--- config.mk ---
export PLATFORM = sky130hd
export DESIGN_NAME = bla_arbiter
export DESIGN_NICKNAME = d
export VERILOG_FILES = /design/src/rtl/bla_pkg.sv /design/src/rtl/bla_arbiter_rr_picker.sv /design/src/rtl/bla_arbiter.sv
export SDC_FILE = /design/constraint.sdc
export NUM_CORES = 1
export LEC_CHECK = 0
export CAP_MARGIN = 20
export CORE_ASPECT_RATIO = 0.5
export CORE_UTILIZATION = 37
export DETAILED_ROUTE_END_ITERATION = 10
export PLACE_DENSITY = 0.95
export SLEW_MARGIN = 20
export SYNTH_ARGS = -nofsm -noshare
export SYNTH_HDL_FRONTEND = slang
export SYNTH_SLANG_ARGS = --single-unit
--- constraint.sdc ---
create_clock -name clk -period 5.3 [get_ports clk]
set_clock_uncertainty 0.15 [all_clocks]
set_input_delay 1.06 -clock clk [delete_from_list [all_inputs] [get_ports clk]]
set_output_delay 1.06 -clock clk [all_outputs]
set_load 0.01 [all_outputs]
--- src/rtl/bla_pkg.sv ---
// Shared types and constants for the bla_arbiter slice.
package bla_pkg;

   localparam int COORD_W = 48;

   typedef logic [COORD_W-1:0] coord_t;

   typedef enum logic [1:0] {
      IDLE,
      RUN,
      RELEASE
   } arb_state_t;

endpackage

--- src/rtl/bla_arbiter_rr_picker.sv ---
// Combinational round-robin priority encoder: first set request bit at or after
// rr_ptr, wrapping from NREQ-1 back to 0.
module rr_picker
   import bla_pkg::*;
#(
   parameter int NREQ  = 4,
   parameter int IDX_W = $clog2(NREQ)
) (
   input  logic [NREQ-1:0]  req_valid,
   input  logic [IDX_W-1:0] rr_ptr,
   output logic             any,
   output logic [IDX_W-1:0] win
);

   int unsigned idx;

   always_comb begin
      any = 1'b0;
      win = '0;
      idx = 0;
      for (int unsigned k = 0; k < unsigned'(NREQ); k++) begin
         idx = (32'(rr_ptr) + k) % unsigned'(NREQ);
         if (!any && req_valid[IDX_W'(idx)]) begin
            any = 1'b1;
            win = IDX_W'(idx);
         end
      end
   end

endmodule

--- src/rtl/bla_arbiter.sv ---
// Round-robin arbiter sharing one bla_wrapper line-draw engine between NREQ requesters.
// Optional watchdog that aborts a stuck job: define BLA_ARB_TIMEOUT_EN.
module bla_arbiter
   import bla_pkg::*;
#(
   parameter int NREQ           = 4,
   parameter int COORD_W        = bla_pkg::COORD_W,
   parameter int TIMEOUT_CYCLES = 8192
) (
   input  logic                      clk,
   input  logic                      rst,
   input  logic [NREQ-1:0]           req_valid,
   input  logic [NREQ-1:0]           req_vertice_num,
   input  logic [NREQ*COORD_W-1:0]   req_coordinates,
   output logic [NREQ-1:0]           req_ready,
   output logic [NREQ-1:0]           req_done,
   output logic [NREQ-1:0]           req_err,
   output logic                      bla_en,
   output logic                      vertice_num,
   output logic [COORD_W-1:0]        coordinates,
   input  logic                      bla_done,
   output logic                      busy,
   output logic [$clog2(NREQ)-1:0]   owner
);

   localparam int IDX_W = $clog2(NREQ);

   if (NREQ < 2 || TIMEOUT_CYCLES < 2) begin : g_bad_params
      $error("bla_arbiter: NREQ and TIMEOUT_CYCLES must both be at least 2");
   end

   arb_state_t         state_q, state_d;
   logic [IDX_W-1:0]   rr_ptr_q, rr_ptr_d;
   logic [IDX_W-1:0]   owner_q, owner_d;
   logic               vnum_q, vnum_d;
   logic [COORD_W-1:0] coord_q, coord_d;

   logic               pick_any;
   logic [IDX_W-1:0]   pick_win;
   logic               timeout_hit;

   rr_picker #(
      .NREQ  (NREQ),
      .IDX_W (IDX_W)
   ) u_picker (
      .req_valid (req_valid),
      .rr_ptr    (rr_ptr_q),
      .any       (pick_any),
      .win       (pick_win)
   );

`ifdef BLA_ARB_TIMEOUT_EN
   logic [31:0] wd_q, wd_d;
   logic        err_q, err_d;

   // Counter is zero on the first RUN cycle; the abort fires on the cycle it
   // would step to TIMEOUT_CYCLES-1, unless bla_done arrives in that cycle.
   assign timeout_hit = (state_q == RUN) && ((wd_q + 32'd1) == 32'(TIMEOUT_CYCLES - 1));

   always_comb begin
      wd_d  = wd_q;
      err_d = err_q;
      if (state_q == IDLE) begin
         wd_d  = '0;
         err_d = 1'b0;
      end else if (state_q == RUN) begin
         wd_d  = wd_q + 32'd1;
         err_d = timeout_hit && !bla_done;
      end
   end

   always_ff @(posedge clk) begin
      if (rst) begin
         wd_q  <= '0;
         err_q <= 1'b0;
      end else begin
         wd_q  <= wd_d;
         err_q <= err_d;
      end
   end
`else
   assign timeout_hit = 1'b0;
`endif

   always_ff @(posedge clk) begin
      if (rst) begin
         state_q  <= IDLE;
         rr_ptr_q <= '0;
         owner_q  <= '0;
         vnum_q   <= 1'b0;
         coord_q  <= '0;
      end else begin
         state_q  <= state_d;
         rr_ptr_q <= rr_ptr_d;
         owner_q  <= owner_d;
         vnum_q   <= vnum_d;
         coord_q  <= coord_d;
      end
   end

   always_comb begin
      state_d = state_q;
      unique case (state_q)
         IDLE:    if (pick_any) state_d = RUN;
         RUN:     if (bla_done || timeout_hit) state_d = RELEASE;
         RELEASE: state_d = IDLE;
         default: state_d = IDLE;
      endcase
   end

   // Job parameters are captured only on accept and held until the next accept.
   always_comb begin
      rr_ptr_d = rr_ptr_q;
      owner_d  = owner_q;
      vnum_d   = vnum_q;
      coord_d  = coord_q;
      if (state_q == IDLE && pick_any) begin
         owner_d = pick_win;
         vnum_d  = req_vertice_num[pick_win];
         coord_d = req_coordinates[int'(pick_win)*COORD_W +: COORD_W];
      end
      if (state_q == RELEASE) begin
         rr_ptr_d = (owner_q == IDX_W'(NREQ - 1)) ? '0 : owner_q + IDX_W'(1);
      end
   end

   always_comb begin
      req_ready = '0;
      req_done  = '0;
      req_err   = '0;
      bla_en    = 1'b0;
      busy      = (state_q != IDLE);
      unique case (state_q)
         IDLE:    if (pick_any) req_ready[pick_win] = 1'b1;
         RUN:     bla_en = 1'b1;
         RELEASE: begin
            req_done[owner_q] = 1'b1;
`ifdef BLA_ARB_TIMEOUT_EN
            req_err[owner_q]  = err_q;
`endif
         end
         default: ;
      endcase
   end

   assign owner       = owner_q;
   assign vertice_num = vnum_q;
   assign coordinates = coord_q;

endmodule

[Yosys cells after proc, flatten, opt, wreduce, memory -nomap -nowiden]
Index checks and enable logic that the tools add are counted.
Word-level totals
  register bits after elaboration: 55
  output and inout bits: 65
  logic and storage cells: 66
  bits of input ports: 203
Cells by class
  equal/unequal tests: 5
  add/sub/neg operators: 4
  muxes and demuxes: 30
  shift operators: 1
  multiply operators: 1
  reductions and logical operators: 12
  order comparisons: 8
Operators with widths (count)
  192-bit by 9-bit indexed part select with 48-bit output: 1
  2-bit by 3-bit less-than comparator with 1-bit output, second input constant: 6
  2-bit two-way mux: 7
  1-bit two-way mux: 12
  4-bit two-way mux: 3
  1-bit binary-select mux with 2-bit select: 5
  1-bit logical AND: 6
  2-bit by 1-bit adder with 2-bit output, second input constant: 2
  2-bit adder, second input constant: 2
  1-bit demux with 2-bit select: 2
  2-bit equality test, second input constant: 2
  2-bit by 1-bit >= comparator with 1-bit output, second input constant: 2
  2-bit by 2-bit multiplier with 4-bit output, second input constant: 1
  2-bit inequality test, second input constant: 2
  2-bit case mux with 2 select lines: 1
  1-bit logical NOT: 3
  2-bit by 1-bit equality test with 1-bit output, second input constant: 1
  2-bit logical NOT: 1
  2-bit AND reduction: 1
  2-bit nonzero test: 1

[Logic depth before layout (Yosys ltp)]
  depth in word-level cells: 18
  mapped depth: 8
  gate-level depth less buffers: 5

[Hierarchy]
From an unflattened synthesis, not the netlist that was laid out.
Unflattened totals
  cells, all modules: 232
  area total of the unflattened synthesis: 3126.7 um^2
Modules (own cells, without submodules)
  bla_arbiter: sequential area each 1101.1 um^2, cells an instance 217, area each 3049.2 um^2, times used 1
  rr_picker: sequential area each 0.0 um^2, cells an instance 15, area each 77.6 um^2, times used 1

[Worst setup path before layout]
OpenSTA, ideal clock, no wires.
  kind: input to output
  start point: in req_valid[0]
  end point: out req_ready[0]
  setup slack: 2.152 ns
  path buffers: 2
  stages on the path: 6
  data required time: 4.090 ns
  arrival: 1.938 ns
  cell sequence: nor4_1 -> nor2_1 -> buf_2 -> buf_1 -> nand2_1 -> nor2_1
Between the ends
  longest elaborated chain between the ends: 18
  elaborated cells on any way between the ends: 29
  classes of those cells: order compare (2); mux (20); reduce/logical (7)
Ends and longest elaborated chain
  start: declaration: line bla_arbiter.sv:12  | input logic [NREQ-1:0] req_valid,
  1-bit binary-select mux with 2-bit select: line bla_arbiter_rr_picker.sv:23  | if (!any && req_valid[IDX_W'(idx)]) begin
  1-bit two-way mux (not written as such): line bla_arbiter_rr_picker.sv:23
  1-bit two-way mux: line bla_arbiter_rr_picker.sv:23
  1-bit logical NOT: line bla_arbiter_rr_picker.sv:23
  1-bit logical AND: line bla_arbiter_rr_picker.sv:23
  1-bit two-way mux: line bla_arbiter_rr_picker.sv:23
  1-bit logical NOT: line bla_arbiter_rr_picker.sv:23
  1-bit logical AND: line bla_arbiter_rr_picker.sv:23
  (+2 left out)
  1-bit logical AND: line bla_arbiter_rr_picker.sv:23
  2-bit two-way mux: line bla_arbiter_rr_picker.sv:23
  2-bit by 3-bit less-than comparator with 1-bit output (not written as such) / 2-bit by 1-bit >= comparator with 1-bit output (equally long branches): line bla_arbiter.sv:134  | IDLE: if (pick_any) req_ready[pick_win] = 1'b1;
  1-bit logical AND (not written as such): line bla_arbiter.sv:134
  1-bit two-way mux (not written as such): line bla_arbiter.sv:134
  1-bit demux with 2-bit select: line bla_arbiter.sv:134
  4-bit two-way mux *: line bla_arbiter.sv:134
  4-bit two-way mux *: line bla_arbiter.sv:133  | unique case (state_q)
  end: declaration: line bla_arbiter.sv:15  | output logic [NREQ-1:0] req_ready,
Every way passes the cells marked *; elsewhere a longest branch is shown, timed or not. The select of a mux whose other input is x is not followed.

[Worst setup path after layout]
  start point: in req_valid[2]
  end point: out req_ready[3]
Same word-level chain as after synthesis.

==> flow_summary.ini <==
[outcome]
status = finished, final reports clean

[clock_tree]
cts_tree = done
clkLatencyLatePin_ns = 0.29
hold_buffers = 0
cts_buffers = 5
clock-sinks = 55
root_buffer = clkbuf_16
cts_resized = 0
cts_buffer_depth = 2
htree_num_levels = 2
clk_pin_slew_ns = 0.07
post_cts_buffers = 0

[floorplanning]
die_area_mm2 = 0.01013
die_h_um = 71.66
fp.dieW_um = 141.3
io_pins = 268
rows = 24
start_util_pct = 39.60
core_mm2 = 0.009069

[global_route]
grt_overflow = 0
grt_usage_pct = 26.42
grt_max_degree = 56
gr-usage-met1_pct = 29.78
grt_util_met3_pct = 5.816
grt_pass1_vias = 4316
antenna_found_initial = 0
met2_usage_pct = 50.06
busiest_layer = met2
grt_pass1_wl_um = 21220

[placement]
placed_area_mm2 = 0.006185
hpwl_um = 9920
place_inst = 739
io_buffers = 263
dp_worst_setup_slack_ns = 0.9916
gp_congestion = 0.8532

[power_and_ir_drop]
p_per_area_mw_per_mm2 = 230.5
peakVddDrop_mv = 0.2146
power_leakage_nw = 2.607

[critical_path]
r2r_slack_ns = 2.26
critPathMostFrequentCell = clkdlybuf4s50_1
crit_path_max_fanout = 30
slowest_stage = clkdlybuf4s50_1
critPathMaxStageDelay_ns = 0.54
critPathLaunch = req_valid[2]
cp-start-kind = primary input
worstSetupPathType = primary input to output pin
crit_arrival_ns = 3.12
rr_startpoint = rr_ptr_q[1]
crit_chain = clkdlybuf4s50_1, mux2i_1, o22a_2, nand3_1, nor2_1, clkdlybuf4s50_1
required_ns = 4.09
crit_path_end_kind = output pin

[synthesis]
syn_area_per_cell_um2 = 9.475
seq_area_frac_synth_pct = 30.66
ys_warn_count = 0
synth_cell_types = 34
synth_edf_count = 0
ys_seq_elements = 55
synthArstFlopShare_pct = 0
yosysTopAreaCell = dfxtp_1
ys.flop_type = dfxtp_1
synthCells = 379
netlist_area_mm2 = 0.003591
synth_area_leaders = dfxtp_1 (31%), mux2i_1 (20%), a2111oi_1 (10%)
netlist.area_leader.share_pct = 30.66

[layout]
final_area_mm2 = 0.006377
multi_input_area_mm2 = 0.002211
area_delta_synth_final_pct = 77.60
layout_commonest_cell = clkdlybuf4s50_1
nFillCells = 714
antenna_cells = 0
final_cells = 747
layout.nets = 823
seq_area_mm2 = 0.001101
layout_common_cells = clkdlybuf4s50_1 (262), mux2i_1 (73), dfxtp_1 (55)
drive_gt1_share_pct = 4.214

[routing]
postRouteAntennaNets = 0
routed_wl_um = 13550
dr.pass1.iters = 4
routed_via_density = 5.493
first_iter_violations = 150
via_count = 4103
post-route-drc-count = 0
wl_per_cell_um = 18.14

[run]
max-cap-violations = 0

[timing]
hold_ws_ns = 0.3602
final-setup-viol-count = 0
tns_ns = 0
slew_headroom_pct = 41.05
setup_ws_ns = 0.9715
hold_viol = 0
fin_crit_sh_pct = 81.67
tightest_slew_ns = 0.8821
fin_crit_ns = 4.328
fmax_mhz = 231.0
slew_violations = 0
rsz0062_at_grt = no

[hold_path]
hold_class = flop to flop
holdCritStartpoint = coordinates[5]
## area by class of cell
class	count	share of cell area [%]
Clock inverter	3	1.059
Inverter	4	0.2354
Clock buffer	5	1.962
Multi-Input combinational cell	278	34.67
Timing Repair Buffer	272	42.26
Sequential cell	55	17.27
Tap cell	130	2.551
## registers in the layout (all words and copies together), names as in the netlist
register / cells
coordinates: 48
owner: 2
rr_ptr_q: 2
state_q: 2
vertice_num: 1
## power breakdown
part,total [mW],switching [mW],internal (mW)
Sequential,0.496,0.0301,0.465
Combinational,0.540,0.226,0.315
Clock,0.434,0.163,0.271
Total,1.47,0.418,1.05
## through the flow
stage	power (mW)	utilization (%)
3_3_place_gp	1.032	68.20
5_1_grt	1.540	70.32
6_report	1.470	70.32
2_1_floorplan	0.7424	-
4_1_cts	1.482	70.32
3_5_place_dp	1.044	68.20
## path summary, 6_finish.rpt
path,end,depth (start not counted)
min reg2reg,coordinates[5],2
max,req_ready[3],6
max reg2reg,coordinates[11],6
min,coordinates[5],2
## per-layer routing
layer,share of wire [%],vias up
li1,-,1946
met1,42,1946
met2,50,183
met3,6.2,28
met4,2.1,0
met5,0,-
## logic make-up after synthesis
logic type               count (synthesis)  synth area share (%)
buffers and inverters                   49                 8.293
other                                    1                0.1044
adder cells (fa/ha/maj)                  4                 1.394
multiplexers                            73                 20.35
AO/OA/AOI/OAI                           89                 22.44
flip-flops                              55                 30.66
AND/OR/NAND/NOR                        108                 16.76
## Yosys cell counts, types with 2 or more instances
cell type and number:
nand2_1 7, a2111oi_0 17, nor2_1 39, mux2i_1 73, nand3b_1 22, and3_1 27
and2_1 4, dfxtp_1 55, nand2b_1 2, o21a_1 2, o221ai_1 22, inv_1 4
buf_6 9, buf_2 8, buf_1 3, a21oi_1 6, ha_1 4, buf_4 9
nor2b_1 2, a2111oi_1 36, clkbuf_1 14, clkbuf_2 2
## worst max-delay path: cells and delay by family
kind | cells | cell delay [ns]
and+or+nand+nor | 2 | 0.32
AOI/OAI and AO/OA | 1 | 0.52
muxes | 1 | 0.17
buffers and inverters | 2 | 1.04
Note: power is estimated with default switching activity, not from simulation.
